### config.mk
export PLATFORM = sky130hd
export DESIGN_NAME = dmem_lsu
export DESIGN_NICKNAME = d
export VERILOG_FILES = /design/src/rtl/dmem_pkg.sv /design/src/rtl/dmem_lane_rotate.sv /design/src/rtl/dmem_lsu.sv
export SDC_FILE = /design/constraint.sdc
export NUM_CORES = 1
export LEC_CHECK = 0
export ABC_AREA = 1
export CAP_MARGIN = 40
export CORE_MARGIN = 1
export CORE_UTILIZATION = 50
export CTS_CLUSTER_DIAMETER = 150
export DETAILED_ROUTE_END_ITERATION = 16
export PLACE_DENSITY_LB_ADDON = 0.1
export REMOVE_ABC_BUFFERS = 1
export SLEW_MARGIN = 30
export SYNTH_ARGS = -nofsm -noshare
export SYNTH_HDL_FRONTEND = slang
export SYNTH_HIERARCHICAL = 1
export SYNTH_SLANG_ARGS = --single-unit
export TNS_END_PERCENT = 50
### constraint.sdc
create_clock -name clk_i -period 4.07 [get_ports clk_i]
set_input_delay 0.814 -clock clk_i [delete_from_list [all_inputs] [get_ports clk_i]]
set_output_delay 0.814 -clock clk_i [all_outputs]
set_load 0.005 [all_outputs]
### src/rtl/dmem_pkg.sv
// Shared types and sizes for the data-memory load/store unit.
// Four byte-lane banks of 16k bytes each form one 64 KiB region.
package dmem_pkg;

    localparam int DMEM_LANES = 4;
    localparam int LANE_AW    = 14;
    localparam int DMEM_AW    = 16;

    typedef enum logic [1:0] {
        SZ_BYTE = 2'b00,
        SZ_HALF = 2'b01,
        SZ_WORD = 2'b10,
        SZ_ILL  = 2'b11
    } size_e;

    typedef struct packed {
        logic        valid;
        logic        fault;
        logic [31:0] rdata;
    } rsp_t;

    function automatic logic [2:0] size_nbytes(size_e sz);
        unique case (sz)
            SZ_BYTE: return 3'd1;
            SZ_HALF: return 3'd2;
            default: return 3'd4;
        endcase
    endfunction

endpackage

### src/rtl/dmem_lane_rotate.sv
// Byte<->lane rotation for stores and loads, plus load extension.
// Purely combinational; access byte k lives in lane (off+k)%4.
module dmem_lane_rotate
    import dmem_pkg::*;
(
    input  logic [1:0]  off,
    input  size_e       size,
    input  logic        is_unsigned,
    input  logic [31:0] st_data,
    input  logic [31:0] lane_rdata,
    output logic [3:0]  lane_mask,
    output logic [31:0] lane_wdata,
    output logic [31:0] ld_data
);

    logic [2:0]  nb;
    logic [1:0]  lane;
    logic [31:0] raw;

    always_comb begin
        nb         = size_nbytes(size);
        lane       = '0;
        lane_mask  = '0;
        lane_wdata = '0;
        raw        = '0;
        for (int k = 0; k < DMEM_LANES; k++) begin
            lane = off + 2'(k);
            if (3'(k) < nb) begin
                lane_mask[lane]        = 1'b1;
                lane_wdata[8*lane +: 8] = st_data[8*k +: 8];
                raw[8*k +: 8]          = lane_rdata[8*lane +: 8];
            end
        end
    end

    always_comb begin
        unique case (size)
            SZ_BYTE: ld_data = {{24{raw[7] & ~is_unsigned}}, raw[7:0]};
            SZ_HALF: ld_data = {{16{raw[15] & ~is_unsigned}}, raw[15:0]};
            default: ld_data = raw;
        endcase
    end

endmodule

### src/rtl/dmem_lsu.sv
// Load/store front-end: handshake, fault checks, lane addressing
// and the one-entry registered response slot.
module dmem_lsu
    import dmem_pkg::*;
#(
    parameter logic [31:0] DMEM_BASE        = 32'h0000_0000,
    parameter bit          ALLOW_MISALIGNED = 1'b1
) (
    input  logic        clk_i,
    input  logic        rst_ni,
    input  logic        req_valid_i,
    output logic        req_ready_o,
    input  logic        req_we_i,
    input  logic [31:0] req_addr_i,
    input  logic [1:0]  req_size_i,
    input  logic        req_unsigned_i,
    input  logic [31:0] req_wdata_i,
    output logic        rsp_valid_o,
    input  logic        rsp_ready_i,
    output logic [31:0] rsp_rdata_o,
    output logic        rsp_fault_o,
    output logic [55:0] lane_addr_o,
    output logic [3:0]  lane_wren_o,
    output logic [31:0] lane_wdata_o,
    input  logic [31:0] lane_rdata_i
);

    size_e               sz;
    logic [31:0]         rel;
    logic [1:0]          off;
    logic [LANE_AW-1:0]  widx;
    logic [2:0]          nbytes;
    logic [32:0]         last;
    logic                range_err;
    logic                mis_err;
    logic                fault;
    logic                accept;
    logic [3:0]          mask;
    logic [31:0]         ld_data;
    rsp_t                rsp_q;

    assign sz     = size_e'(req_size_i);
    assign rel    = req_addr_i - DMEM_BASE;
    assign off    = rel[1:0];
    assign widx   = rel[DMEM_AW-1:2];
    assign nbytes = size_nbytes(sz);
    assign last   = {1'b0, rel} + 33'(nbytes) - 33'd1;

    // Any bit above the region in the last byte means the access runs off the top.
    assign range_err = (req_addr_i < DMEM_BASE) || (|last[32:DMEM_AW]);
    assign mis_err   = !ALLOW_MISALIGNED &&
                       (((sz == SZ_HALF) && req_addr_i[0]) ||
                        ((sz == SZ_WORD) && (|req_addr_i[1:0])));
    assign fault     = (sz == SZ_ILL) || range_err || mis_err;

    assign req_ready_o = rst_ni && (!rsp_q.valid || rsp_ready_i);
    assign accept      = req_valid_i && req_ready_o;

    for (genvar i = 0; i < DMEM_LANES; i++) begin : g_lane
        assign lane_addr_o[LANE_AW*i +: LANE_AW] =
            (2'(i) < off) ? widx + LANE_AW'(1) : widx;
    end

    dmem_lane_rotate u_rot (
        .off         (off),
        .size        (sz),
        .is_unsigned (req_unsigned_i),
        .st_data     (req_wdata_i),
        .lane_rdata  (lane_rdata_i),
        .lane_mask   (mask),
        .lane_wdata  (lane_wdata_o),
        .ld_data     (ld_data)
    );

    assign lane_wren_o = (accept && req_we_i && !fault) ? mask : 4'b0000;

    always_ff @(posedge clk_i or negedge rst_ni) begin
        if (!rst_ni) begin
            rsp_q <= '0;
        end else if (accept) begin
            rsp_q.valid <= 1'b1;
            rsp_q.fault <= fault;
            rsp_q.rdata <= (fault || req_we_i) ? 32'h0 : ld_data;
        end else if (rsp_ready_i) begin
            rsp_q.valid <= 1'b0;
        end
    end

    assign rsp_valid_o = rsp_q.valid;
    assign rsp_fault_o = rsp_q.fault;
    assign rsp_rdata_o = rsp_q.rdata;

endmodule
==> impl_results.md, run 1 <==
* Status: complete, no violations
* Crit Reg-Reg Startpoint: rsp_valid_o
* Synth top cells by count: 548 x nand2_1, 218 x inv_1, 152 x nand3_1, 148 x nor2_1, 95 x o21ai_0
* P per Cell Area at 182 nW/µm²
* Period utilization at 97.7%
* Seq pwr share at 15.5%
* Netlist Area Pre-Place at 7870 µm²
* Maximum VDD drop at 0.199 mV
* CP startpoint: req_addr_i[31]
* Pin count of the biggest net entering global routing at 52
* Net Sw Frac at 40.9%
* Crit-path max FO at 3
* Fin crit period at 3.98 ns
* # fillers at 1219
* Root buffer cell: clkbuf_16
* Via density at 5.42
* Total core area at 15300 µm²
* Max_slew headroom at 48.3%
* Detail Route Antenna Nets at 0
* Clock Latency Late Sink at 0.28 ns
* Layout net count at 1967
* Die area at 16200 µm²
* PnR worst setup slack at 0.0943 ns
* Final HPWL DP at 22400 µm
* Total power at 2190 µW
* Ys flop type: dfrtp_1
* GR Overflow Total at 0
* Worst-case clock buffer depth at 2
* Total wire length at 30600 µm
* P_sw at 894 µW
* TritonCTS clock tree: built
* Post-synthesis cell count at 1502
* Critical Path End Type: output port
* WP data arrival at 3.16 ns
* Width of the die at 127 µm
* Clock sink count at 34
* Remaining routing DRC violations at 0
* Yosys warns at 6
* Drt initial violations at 1231
* P_int at 1290 µW
* Layout Skew at 0.00764 ns
* GR Util All Layers at 35.6%
* Top-count cell post-synth: nand2_1
* CTS H-Tree Depth at 2
* Register clock-pin slew on the reported worst setup and hold paths at 0.05 ns
* Hold Path Class: reg -> reg
* PortBufs at 230
* Hold WS at 0.477 ns
* Leakage at 0.00628 µW
* Slew @ Worst Pin at 0.773 ns
* Synth top area share at 26.1%
* Min-delay src: rsp_rdata_o[27]
* Final core utilization at 78.6%
* Gate power share at 61.5%
* DR vias at 10969
* Post-Place Worst Slack at -0.614 ns
* CP Launch Type: input pin
* Cell taking the most area after synthesis: nand2_1
* WL/cell at 15.1 µm
* Area added between synthesis and finish at 52.3%
* Placed cell area at 11000 µm²
* Layout cells sized above 1 at 19.1%
* WS Path Type: in -> out
* First-pass GRT wire length at 47300 µm
* Antenna violations before repair at 0
* Max-cap violations at 0
* Starting Density at 51.6%
* Fin area at 12000 µm²
* N_diodes at 0
* Clock Power Share at 23.0%
* Req. time, crit path at 3.26 ns
* Site Rows at 45
* Yosys cell types at 41
* Final hold vios at 0
* Sequential element share of the synthesized area at 10.8%
* Post-synthesis async set-or-reset flop share at 100%
* First-pass DRT Iterations at 8
* Io pins at 231
* Final setup viols at 0
* Min-Delay Path Depth at 2
* Max Slew Vio Count at 0
* Hold_buf cts at 0
* Worst r2r path cells at 12
* Total CTS buffers at 5
* Die Height at 127 µm
* Top post-synthesis cells by area: nand2_1 26%, dfrtp_1 11%, inv_1 10%
* Avg Synthesized Cell Area at 5.24 µm²
* Placer Congestion at 0.965
* Fmax at 252 MHz
* Number of synthesized flops with an enable pin at 0
* Yosys reg bits at 34
* Vias in the first global route at 9956
==> power by group through the flow <==
stage	clock [µW]	sequential, µW	combinational (µW)
6_report	502	340	1340
5_1_grt	517	340	1460
4_1_cts	506	340	1240
3_5_place_dp	0	346	1150
3_3_place_gp	0	346	1140
2_1_floorplan	0	346	575
==> through the flow <==
stage | cells | setup TNS [ns]
4_1_cts | 2017 | 0
3_3_place_gp | 2006 | -9.50
6_report | 2022 | 0
5_1_grt | 2022 | -0.223
2_1_floorplan | 1441 | 0
3_5_place_dp | 2006 | -10.22
==> path summary, 6_finish.rpt <==
path                                    to  slack, ns
setup / recovery            lane_wren_o[0]       0.09
hold / removal             rsp_rdata_o[27]       0.48
setup reg to reg           rsp_rdata_o[17]       1.87
hold reg to reg            rsp_rdata_o[27]       0.48
max in group asynchronous   rsp_rdata_o[2]       2.70
min in group asynchronous  rsp_rdata_o[29]       1.05
==> timing repair <==
action                                 4_1_cts  5_1_grt
setup endpoints to repair                   36       36
pin swaps                                   29       40
resized for setup                          140      107
endpoints found under the hold margin        0        0
buffers inserted                             3        5
==> flip-flops by register name, summed over array words and instances (netlist names) <==
| name | cells |
|---|---|
| rsp_valid_o | 1 |
| rsp_fault_o | 1 |
| rsp_rdata_o | 32 |
==> cell type report <==
class                           instances  area [µm²]  area share [%]
Clock buffer                            5         125            1.04
Clock inverter                          3        68.8           0.574
Inverter                              226         848            7.08
Multi-Input combinational cell       1181        6580            54.9
Sequential cell                        34         851            7.10
Tap cell                              211         264            2.20
Timing Repair Buffer                  362        3250            27.2
==> metal layers <==
metal / vias to the layer above / part of all wire (%) / global-route usage [%]
met2: 607 / 46 / 59.7
met5: - / 0 / 0
li1: 5338 / - / -
met1: 4914 / 41 / 47.0
met4: 0 / 4.4 / 15.3
met3: 110 / 8.4 / 2.55
==> cells by family after synthesis <==
kind of cell / Yosys count / share of synthesized area (%)
AO/OA/AOI/OAI: 194 / 13.1
AND/OR/NAND/NOR: 913 / 49.9
buffers and inverters: 287 / 15.4
multiplexers: 7 / 0.890
adder cells (fa/ha/maj): 53 / 8.43
flip-flops: 34 / 10.8
XOR/XNOR: 14 / 1.56
==> worst max-delay path: stages <==
cell and delay, ns:
clkdlybuf4s50_1 0.48, inv_1 0.07, ha_1 0.32, nand2_1 0.10, nor2_2 0.15, o21ai_0 0.12, o211ai_1 0.13, nor2_2 0.08
nand2_1 0.08, nand2_1 0.07, nand2_2 0.08, nand3_4 0.10, nor2_8 0.13, nand3_4 0.09, buf_6 0.14, nor2_1 0.09
clkbuf_2 0.11
==> cell usage in the layout (no fill, tap or decap), drive strengths merged <==
cell	netlist	routed
inv	222	222
clkinv	4	5
dlymetal6s2s	0	2
a21o	4	4
ha	53	53
nor4	2	2
o211ai	7	7
o221ai	2	2
nor2	155	155
xor2	13	13
o21bai	1	1
buf	42	137
a21boi	2	2
a21oi	76	76
clkdlybuf4s50	0	195
bufinv	0	2
nand4	13	13
dfrtp	34	34
nor3	7	7
mux2i	7	7
clkdlybuf4s15	0	6
nand3b	4	4
xnor2	1	1
clkbuf	19	17
dlygate4sd2	0	10
nand3	177	177
nand2	554	554
o21ai	102	102
and2	1	1
Power figures use the tool's default switching activity.
==> run 2: changes to the inputs <==
- CORE_MARGIN: 1 -> default
==> results of run 2 <==
The final DEF is identical to that of run 1; final timing and power are the same.
